File: src/rtl/alu_pkg.sv
`default_nettype none
// ============================================================================
// Module  : alu_pkg
// Purpose : Shared ALU definitions for the issue stage and the datapath ALU.
//           Holds the 4-bit ALU control codes, the MIPS opcode/funct values
//           that the issue stage decodes, the src2 operand-select enum and the
//           skid-buffer entry layout.
// Ports   : none (package)
// Revision: 1.0 - initial release
// ============================================================================
package alu_pkg;

  // ALU control codes
  localparam logic [3:0] C_ALU_AND = 4'd0;
  localparam logic [3:0] C_ALU_OR  = 4'd1;
  localparam logic [3:0] C_ALU_ADD = 4'd2;
  localparam logic [3:0] C_ALU_MUL = 4'd3;
  localparam logic [3:0] C_ALU_SUB = 4'd6;
  localparam logic [3:0] C_ALU_SLT = 4'd7;
  localparam logic [3:0] C_ALU_SRA = 4'd10;
  localparam logic [3:0] C_ALU_NOR = 4'd12;
  localparam logic [3:0] C_ALU_LUI = 4'd14;
  localparam logic [3:0] C_ALU_SLE = 4'd15;

  // Opcodes (instr[31:26])
  localparam logic [5:0] C_OP_RTYPE = 6'h00;
  localparam logic [5:0] C_OP_BEQ   = 6'h04;
  localparam logic [5:0] C_OP_BNE   = 6'h05;
  localparam logic [5:0] C_OP_SLE   = 6'h06;
  localparam logic [5:0] C_OP_ADDI  = 6'h08;
  localparam logic [5:0] C_OP_SLTI  = 6'h0A;
  localparam logic [5:0] C_OP_ORI   = 6'h0D;
  localparam logic [5:0] C_OP_LUI   = 6'h0F;
  localparam logic [5:0] C_OP_LW    = 6'h23;
  localparam logic [5:0] C_OP_SW    = 6'h2B;

  // R-type funct codes (instr[5:0])
  localparam logic [5:0] C_FN_SRA  = 6'h03;
  localparam logic [5:0] C_FN_SRAV = 6'h07;
  localparam logic [5:0] C_FN_MUL  = 6'h18;
  localparam logic [5:0] C_FN_ADD  = 6'h20;
  localparam logic [5:0] C_FN_SUB  = 6'h22;
  localparam logic [5:0] C_FN_AND  = 6'h24;
  localparam logic [5:0] C_FN_OR   = 6'h25;
  localparam logic [5:0] C_FN_NOR  = 6'h27;
  localparam logic [5:0] C_FN_SLT  = 6'h2A;

  // Second ALU operand source
  typedef enum logic [1:0] {
    SRC2_RT    = 2'd0,  // register rt
    SRC2_SIMM  = 2'd1,  // sign-extended immediate
    SRC2_ZIMM  = 2'd2,  // zero-extended immediate
    SRC2_SHAMT = 2'd3   // shift amount field
  } src2_sel_e;

  // One buffered instruction together with its decode result
  typedef struct packed {
    logic [3:0]  ctrl;
    src2_sel_e   src2_sel;
    logic        illegal;
    logic [31:0] instr;
  } issue_entry_t;

endpackage
`default_nettype wire

File: src/rtl/alu_ctrl_decode.sv
`default_nettype none
// ============================================================================
// Module  : alu_ctrl_decode
// Purpose : Purely combinational ALU-control decoder. Maps the opcode and
//           funct fields of a MIPS instruction to the ALU control code, the
//           src2 operand source, and an illegal flag.
// Ports   : opcode_i   [5:0] instr[31:26]
//           funct_i    [5:0] instr[5:0]
//           ctrl_o     [3:0] ALU control code
//           src2_sel_o [1:0] src2 operand select
//           illegal_o        opcode/funct not decodable
// Revision: 1.0 - initial release
// ============================================================================
module alu_ctrl_decode
  import alu_pkg::*;
(
  input  logic [5:0] opcode_i,
  input  logic [5:0] funct_i,
  output logic [3:0] ctrl_o,
  output src2_sel_e  src2_sel_o,
  output logic       illegal_o
);

  always_comb begin
    ctrl_o     = C_ALU_AND;
    src2_sel_o = SRC2_RT;
    illegal_o  = 1'b0;
    if (opcode_i == C_OP_RTYPE) begin
      unique case (funct_i)
        C_FN_ADD:  ctrl_o = C_ALU_ADD;
        C_FN_SUB:  ctrl_o = C_ALU_SUB;
        C_FN_AND:  ctrl_o = C_ALU_AND;
        C_FN_OR:   ctrl_o = C_ALU_OR;
        C_FN_NOR:  ctrl_o = C_ALU_NOR;
        C_FN_SLT:  ctrl_o = C_ALU_SLT;
        C_FN_MUL:  ctrl_o = C_ALU_MUL;
        C_FN_SRA: begin
          ctrl_o     = C_ALU_SRA;
          src2_sel_o = SRC2_SHAMT;
        end
        C_FN_SRAV: ctrl_o = C_ALU_SRA;  // shift amount comes from rt
        default:   illegal_o = 1'b1;
      endcase
    end else begin
      unique case (opcode_i)
        C_OP_ADDI: begin
          ctrl_o     = C_ALU_ADD;
          src2_sel_o = SRC2_SIMM;
        end
        C_OP_SLTI: begin
          ctrl_o     = C_ALU_SLT;
          src2_sel_o = SRC2_SIMM;
        end
        C_OP_ORI: begin
          ctrl_o     = C_ALU_OR;
          src2_sel_o = SRC2_ZIMM;
        end
        C_OP_LUI: begin
          ctrl_o     = C_ALU_LUI;
          src2_sel_o = SRC2_ZIMM;
        end
        // Branches compare two registers by subtraction
        C_OP_BEQ, C_OP_BNE: ctrl_o = C_ALU_SUB;
        C_OP_SLE:           ctrl_o = C_ALU_SLE;
        // Loads/stores compute base + signed offset
        C_OP_LW, C_OP_SW: begin
          ctrl_o     = C_ALU_ADD;
          src2_sel_o = SRC2_SIMM;
        end
        default: illegal_o = 1'b1;
      endcase
    end
  end

endmodule
`default_nettype wire

File: src/rtl/alu_ctrl_issue.sv
`default_nettype none
// ============================================================================
// Module  : alu_ctrl_issue
// Purpose : ID->EX issue stage. Decodes each accepted instruction into ALU
//           control and src2 select and holds it in a 2-entry skid buffer
//           (output register + skid register) with valid/ready on both sides.
// Ports   : clk_i        rising-edge clock
//           rst_i        asynchronous active-low reset
//           instr_i[31:0], valid_i, ready_o   upstream (ID) handshake
//           flush_i      discard all held entries
//           ctrl_o[3:0], src2_sel_o[1:0], illegal_o, instr_o[31:0],
//           valid_o, ready_i                   downstream (EX) handshake
// Revision: 1.0 - initial release
// ============================================================================
module alu_ctrl_issue
  import alu_pkg::*;
(
  input  logic        clk_i,
  input  logic        rst_i,
  input  logic [31:0] instr_i,
  input  logic        valid_i,
  output logic        ready_o,
  input  logic        flush_i,
  output logic [3:0]  ctrl_o,
  output logic [1:0]  src2_sel_o,
  output logic        illegal_o,
  output logic [31:0] instr_o,
  output logic        valid_o,
  input  logic        ready_i
);

  typedef enum logic [1:0] {
    ST_EMPTY = 2'd0,
    ST_ONE   = 2'd1,
    ST_FULL  = 2'd2
  } state_e;

  state_e       r_state;
  logic         r_valid;
  logic         r_ready;
  issue_entry_t r_out;
  issue_entry_t r_skid;

  logic [3:0]   w_dec_ctrl;
  src2_sel_e    w_dec_src2;
  logic         w_dec_illegal;
  issue_entry_t w_new;
  logic         w_accept;
  logic         w_issue;

  alu_ctrl_decode u_decode (
    .opcode_i   (instr_i[31:26]),
    .funct_i    (instr_i[5:0]),
    .ctrl_o     (w_dec_ctrl),
    .src2_sel_o (w_dec_src2),
    .illegal_o  (w_dec_illegal)
  );

  always_comb begin
    w_new.ctrl     = w_dec_ctrl;
    w_new.src2_sel = w_dec_src2;
    w_new.illegal  = w_dec_illegal;
    w_new.instr    = instr_i;
  end

  // Handshakes use the registered valid/ready, so ready_o never depends on
  // ready_i combinationally.
  assign w_accept = valid_i && r_ready;
  assign w_issue  = r_valid && ready_i;

  always_ff @(posedge clk_i or negedge rst_i) begin
    if (!rst_i) begin
      r_state <= ST_EMPTY;
      r_valid <= 1'b0;
      r_ready <= 1'b1;
      r_out   <= '0;
      r_skid  <= '0;
    end else if (flush_i) begin
      // Flush wins over any same-cycle accept or issue
      r_state <= ST_EMPTY;
      r_valid <= 1'b0;
      r_ready <= 1'b1;
    end else begin
      unique case (r_state)
        ST_EMPTY: begin
          if (w_accept) begin
            r_out   <= w_new;
            r_state <= ST_ONE;
            r_valid <= 1'b1;
            r_ready <= 1'b1;
          end
        end
        ST_ONE: begin
          if (w_accept && w_issue) begin
            r_out <= w_new;
          end else if (w_accept) begin
            // EX stalled: park the new entry behind the held one
            r_skid  <= w_new;
            r_state <= ST_FULL;
            r_ready <= 1'b0;
          end else if (w_issue) begin
            r_state <= ST_EMPTY;
            r_valid <= 1'b0;
          end
        end
        ST_FULL: begin
          if (w_issue) begin
            r_out   <= r_skid;
            r_state <= ST_ONE;
            r_ready <= 1'b1;
          end
        end
        default: begin
          r_state <= ST_EMPTY;
          r_valid <= 1'b0;
          r_ready <= 1'b1;
        end
      endcase
    end
  end

  assign valid_o    = r_valid;
  assign ready_o    = r_ready;
  assign ctrl_o     = r_out.ctrl;
  assign src2_sel_o = r_out.src2_sel;
  assign illegal_o  = r_out.illegal;
  assign instr_o    = r_out.instr;

endmodule
`default_nettype wire

File: config.mk
export PLATFORM = sky130hd
export DESIGN_NAME = alu_ctrl_issue
export DESIGN_NICKNAME = d
export VERILOG_FILES = /design/src/rtl/alu_pkg.sv /design/src/rtl/alu_ctrl_decode.sv /design/src/rtl/alu_ctrl_issue.sv
export SDC_FILE = /design/constraint.sdc
export NUM_CORES = 1
export LEC_CHECK = 0
export CAP_MARGIN = 20
export CORE_ASPECT_RATIO = 2
export CORE_MARGIN = 1.5
export CORE_UTILIZATION = 55
export CTS_CLUSTER_SIZE = 30
export DETAILED_ROUTE_END_ITERATION = 7
export PLACE_DENSITY = 0.85
export SETUP_SLACK_MARGIN = 0.15
export SLEW_MARGIN = 20
export SYNTH_ARGS = -nofsm -noshare
export SYNTH_HDL_FRONTEND = slang
export SYNTH_SLANG_ARGS = --single-unit
export TNS_END_PERCENT = 1
File: constraint.sdc
create_clock -name clk_i -period 3.33 [get_ports clk_i]
set_input_delay 0.666 -clock clk_i [delete_from_list [all_inputs] [get_ports clk_i]]
set_output_delay 0.666 -clock clk_i [all_outputs]
set_load 0.03 [all_outputs]
==> results of run 1 <==
## synthesized netlist by cell type, drive strengths merged, types with 4 or more instances
master	count	area (sq um)
nand3	4	20.0
dfrtp	81	2030
a21oi	11	62.6
buf	21	119
inv	7	26.3
mux2	37	417
o22ai	4	25.0
nand2b	6	37.5
o21ai	7	35.0
a31oi	37	231
nand2	75	282
nor3	6	30.0
nor2	50	188
clkbuf	6	22.5
## through the flow
stage,utilization [%],cells
3_3_place_gp,68.3,539
2_1_floorplan,-,393
4_1_cts,72.4,555
6_report,72.5,555
3_5_place_dp,68.3,539
5_1_grt,72.5,555
## critical path, cell delays in order
cell	delay, ns
clkdlybuf4s50_1	0.51
nand3b_1	0.11
or2_1	0.26
a21oi_4	0.44
buf_4	0.37
nor2_1	0.08
a31oi_1	0.17
## layer usage
metal	part of all wire [%]	wire length (um)	up-vias	global-route usage, %
li1	-	-	1499	-
met2	56	5060	81	45.1
met5	0	0	-	0
met4	3.1	280	0	12.4
met3	3.4	311	22	5.45
met1	38	3390	1578	28.0
## path summary, 6_finish.rpt
path                                  from           to  slack (ns)
worst max-delay path               valid_i   instr_o[0]        0.97
worst min-delay path                 rst_i  instr_o[10]        0.37
worst max register to register  r_state[0]   instr_o[7]        1.24
worst min register to register  r_skid[34]   r_skid[34]        0.51
max in group asynchronous            rst_i   r_skid[25]        2.48
min in group clk_i              r_skid[34]   r_skid[34]        0.51
## state kept, by name, summed over array words and instances, names as in the netlist
register and count:
valid_o 1, illegal_o 1, ctrl_o 4, src2_sel_o 2
instr_o 32, r_skid 39, r_state 2, ready_o 1
## power breakdown
group	switching (uW)	leakage, uW	total [uW]	internal (uW)
clock	388	0.000139	932	544
sequential	247	0.000964	1670	1420
combinational	813	0.000993	1510	701
total	1450	0.00210	4110	2670
## logic make-up (layout without fill, tap and decap cells)
group	Yosys count	in the layout
xor+xnor	3	3
mux	37	37
simple gates	164	164
flops	82	82
buf+inv	34	106
compound gates	73	73
## layout make-up
| type | instances | area, sq um | area share [%] |
|---|---|---|---|
| inverter | 7 | 26.3 | 0.527 |
| sequential | 82 | 2050 | 41.1 |
| multi-input combinational | 277 | 1690 | 33.8 |
| timing repair buffer | 83 | 830 | 16.6 |
| tap | 90 | 113 | 2.26 |
| clock buffer | 12 | 256 | 5.14 |
| clock inverter | 4 | 26.3 | 0.527 |
==> metrics.cfg, run 1 <==
[layout]
drive_above_1_share_pct = 14.6
final_net_count = 497
fill_cells = 543
design_area_sq_um = 4990
antennaDiodeCount = 0
syn_to_final_growth_pct = 28.3
mostFrequentLayoutCell = dfrtp_1
layout_common_cells = dfrtp_1 (81), clkdlybuf4s50_1 (76), nand2_1 (75)

[global_routing]
antenna_found_initial = 0
grt_pass1_vias = 3138
grt_overflow = 0
grtUsageTotal_pct = 25.2
grt_max_degree = 83
grt_first_pass_wirelength_um = 15000

[run]
drv_cap = 0

[clock_network]
cts_tree = done
cts_setup_buffers = 0
htreeDepth = 3
holdBufCountCts = 0
clk_pin_slew_ns = 0.06
clock_sinks = 82
cts_max_path_buffers = 2
cts_inserted_buffers = 9
cts_root_buf = clkbuf_16
cts_resized = 0
clkLatencyLatePin_ns = 0.34

[synth]
yosys_most_used_dff = dfrtp_1
synth_edf_count = 0
ys_seq_area_share_pct = 52.8
synthAdderAreaFrac_pct = 0
synth_xor_area_share_pct = 0.675
synth_compound_area_share_pct = 12.2
syn_area_per_cell_sq_um = 9.90
synth-simple-area-share_pct = 19.3
postSynthCellCount = 393
synth_async_sr_flop_share_pct = 100
synth_area_sq_um = 3890
synth_top_family_by_area = simple AND/OR/NAND/NOR gates
synth_nets = 430
ys_ff_latch = 82
synthMuxAreaShare_pct = 10.7
yosys_warnings = 0
netlist-cell-type-count = 51

[power_and_ir_drop]
ir_drop_mv = 0.523
leakage_uw = 0.00210
powerDensity_nw_per_um2 = 825
total_power_uw = 4110

[sta]
rsz0062_at_grt = false
clock.fmax_mhz = 424
fin_ws_ns = 0.972
worst_pin_slew_ns = 1.09
max_slew_margin_pct = 27.5
final-hold-violation-count = 0
tns_ns = 0
maxSlewViolCount = 0
setup_viol = 0
min_period_ns = 2.36
finalClockSkew_ns = 0.00518
whs_ns = 0.365
min_period_over_period_pct = 70.8

[critical_path]
end_kind = flip-flop
worstPathMaxFanout = 26
r2r_cells = 4
crit_path_start_kind = input port
criticalPathCategory = in -> reg
cp.required_ns = 3.58
worst-endpoint-arrival_ns = 2.61

[routing]
drc = 0
avgViaCountPerCell = 5.73
num_vias = 3180
drtAntennaViolNets = 0
first_pass_iters = 5
drt_iter0_drc = 169
wire_per_inst_um = 16.3
route.final.wire_length_um = 9040

[floorplanning]
die_y_um = 122
initial_core_util_pct = 56.5
die_w_um = 62.5
num_io_pins = 78
dieArea_sq_um = 7620
row_count = 43
core_sq_um = 6890

[min_path]
hold_class = in -> async

[run_status]
status = finished, final reports clean

[placement]
place_area_sq_um = 4700
dp_slack_ns = 0.663
numPortBuffers = 77
hpwl_um = 6070
gp_congestion = 0.849

Note: power is estimated with default switching activity, not from simulation.
==> run 2, diff against run 1 <==
CORE_UTILIZATION = 51   (was 55)
PLACE_DENSITY = 0.79   (was 0.85)
clock period = 2.23 ns   (was 3.33 ns; I/O delays follow)
==> metrics.cfg, run 2 (same netlist as run 1, synthesis figures left out) <==
[run_status]
status = finished, final reports clean

[critical_path]
end_kind = output pin
cp.required_ns = 1.78  ; -1.80 ns
crit_family = buffers and inverters
worst-endpoint-arrival_ns = 1.57  ; -1.04 ns
crit_path_start_kind = flip-flop
criticalPathCategory = reg -> out
slowest_stage = clkdlybuf4s50_1
cp_cell_sequence = clkdlybuf4s50_1
cpPeakStageDelay_ns = 0.68  ; +0.17 ns
worstPathMaxFanout = 5  ; -81%
r2r_setup_slack_ns = 0.44  ; -0.80 ns
crit_buf_inv = 1  ; -1

[sta]
clock.fmax_mhz = 495
worst_pin_slew_ns = 0.542  ; -0.546 ns
max_slew_margin_pct = 63.9  ; +36 points
fin_ws_ns = 0.211  ; -0.761 ns
min_period_over_period_pct = 90.5
rsz0062_at_grt = false
finalClockSkew_ns = 0.00546  ; +0.000277 ns
maxSlewViolCount = 0  ; unchanged
final-hold-violation-count = 0  ; unchanged
setup_viol = 0  ; unchanged
min_period_ns = 2.02

[run]
drv_cap = 0  ; unchanged

[power_and_ir_drop]
total_power_uw = 6220  ; +51%
leakage_uw = 0.00221  ; +5.6%
powerDensity_nw_per_um2 = 1190  ; +45%
ir_drop_mv = 0.660  ; +26%

[placement]
numPortBuffers = 77  ; unchanged
dp_slack_ns = -0.0564  ; -0.720 ns
gp_congestion = 0.809  ; -4.7%
hpwl_um = 6360  ; +4.8%

[layout]
drive_above_1_share_pct = 18.2  ; +3.6 points
mostFrequentLayoutCell = dfrtp_1
syn_to_final_growth_pct = 33.9
antennaDiodeCount = 0  ; unchanged
layout_common_cells = dfrtp_1 (81), clkdlybuf4s50_1 (76), nand2_1 (75)
largest_register_ffs = 39  ; unchanged
largest-register = r_skid
fill_cells = 546  ; +0.55%
final_net_count = 518  ; +4.2%
multiInputGateArea_sq_um = 1690  ; unchanged
seqCellArea_sq_um = 2050  ; unchanged
fin_util_pct = 71.1  ; -1.3 points

[global_routing]
globalRouteMet1Util_pct = 26.6  ; -1.4 points
grt_pass1_vias = 3269  ; +4.2%
grt_first_pass_wirelength_um = 15200  ; +1.5%
grt_overflow = 0  ; unchanged
grt_max_degree = 43  ; -48%
grtUsageTotal_pct = 24.0  ; -1.2 points
grt.busiest_layer = met2
use_met3_pct = 4.70  ; -0.75 points
antenna_found_initial = 0  ; unchanged
use_met2_pct = 43.1  ; -2.0 points

[routing]
num_vias = 3263  ; +2.6%
wire_per_inst_um = 15.9  ; -2.1%
drc = 0  ; unchanged
route.final.wire_length_um = 9170  ; +1.4%
avgViaCountPerCell = 5.67  ; -0.96%
drtAntennaViolNets = 0  ; unchanged
drt_iter0_drc = 168  ; -0.59%
first_pass_iters = 6  ; +1

[clock_network]
clkLatencyLatePin_ns = 0.34  ; about the same
cts_inserted_buffers = 9  ; unchanged
cts_tree = done
htreeDepth = 3  ; unchanged
cts_max_path_buffers = 2  ; unchanged
clock_sinks = 82  ; unchanged
cts_setup_buffers = 0  ; unchanged
clk_pin_slew_ns = 0.05  ; about the same
cts_root_buf = clkbuf_16

[floorplanning]
num_io_pins = 78  ; unchanged
row_count = 44  ; +2.3%
die_w_um = 64.8  ; +3.7%
die_y_um = 127  ; +3.8%
core_sq_um = 7320  ; +6.3%
initial_core_util_pct = 53.1  ; -3.4 points
dieArea_sq_um = 8190  ; +7.6%

[min_path]
hold_class = in -> async

[run 2: changes by cell type in the layout (fill, tap and decap cells not counted)]
cell / previous run / this run
buf_12: 1 / 6
a2111oi_2: 0 / 1
buf_4: 5 / 22
bufinv_16: 0 / 1
clkbuf_8: 2 / 1
clkbuf_1: 1 / 0
clkinv_2: 2 / 1
nor2_2: 0 / 1
clkinv_4: 1 / 0
nor2_4: 1 / 0
a2111oi_1: 1 / 0
buf_6: 1 / 0
[run 2: final timing paths]
path                       startpoint           to  cells after the start
max                           ready_o      ready_o                      1
min                             rst_i    r_skid[3]                      1
max reg2reg                   ready_o   instr_o[2]                      7
min reg2reg                r_skid[22]   r_skid[22]                      1
max in group asynchronous       rst_i  instr_o[27]                      2
min in group clk_i         r_skid[22]   r_skid[22]                      1
[run 2: metrics by stage]
stage / cells / area (sq um) / setup TNS [ns] / hold slack, ns
6_report: 575 / 5210 / 0 / 0.0962
3_3_place_gp: 562 / 4920 / 0 / 0.460
2_1_floorplan: 393 / 3890 / 0 / 0.150
5_1_grt: 575 / 5210 / 0 / 0.133
4_1_cts: 575 / 5200 / 0 / 0.103
3_5_place_dp: 562 / 4920 / -0.183 / 0.461
[run 2: report_power, final]
group          switching [uW]  internal, uW
Sequential                358          2120
Clock                     543           875
Combinational            1230          1090
Total                    2130          4090
[run 2: timing repair]
action | CTS | global route
hold buffers | 0 | 0
gates resized for setup | 0 | 1
setup endpoints to repair | 0 | 1
[run 2: routing by layer]
| layer | vias to the layer above | routed length (um) | part of all wire [%] |
|---|---|---|---|
| met2 | 98 | 5050 | 55 |
| met3 | 23 | 424 | 4.6 |
| met4 | 0 | 302 | 3.3 |
| met5 | - | 0 | 0 |
| met1 | 1606 | 3400 | 37 |
| li1 | 1536 | - | - |
[run 2: area by class of cell]
| class | count | share of cell area, % |
|---|---|---|
| sequential | 82 | 39.4 |
| timing repair buffer | 104 | 20.1 |
| multi-input combinational | 277 | 32.4 |
| clock buffer | 10 | 4.59 |
| tap | 92 | 2.21 |
| clock inverter | 3 | 0.817 |
| inverter | 7 | 0.505 |
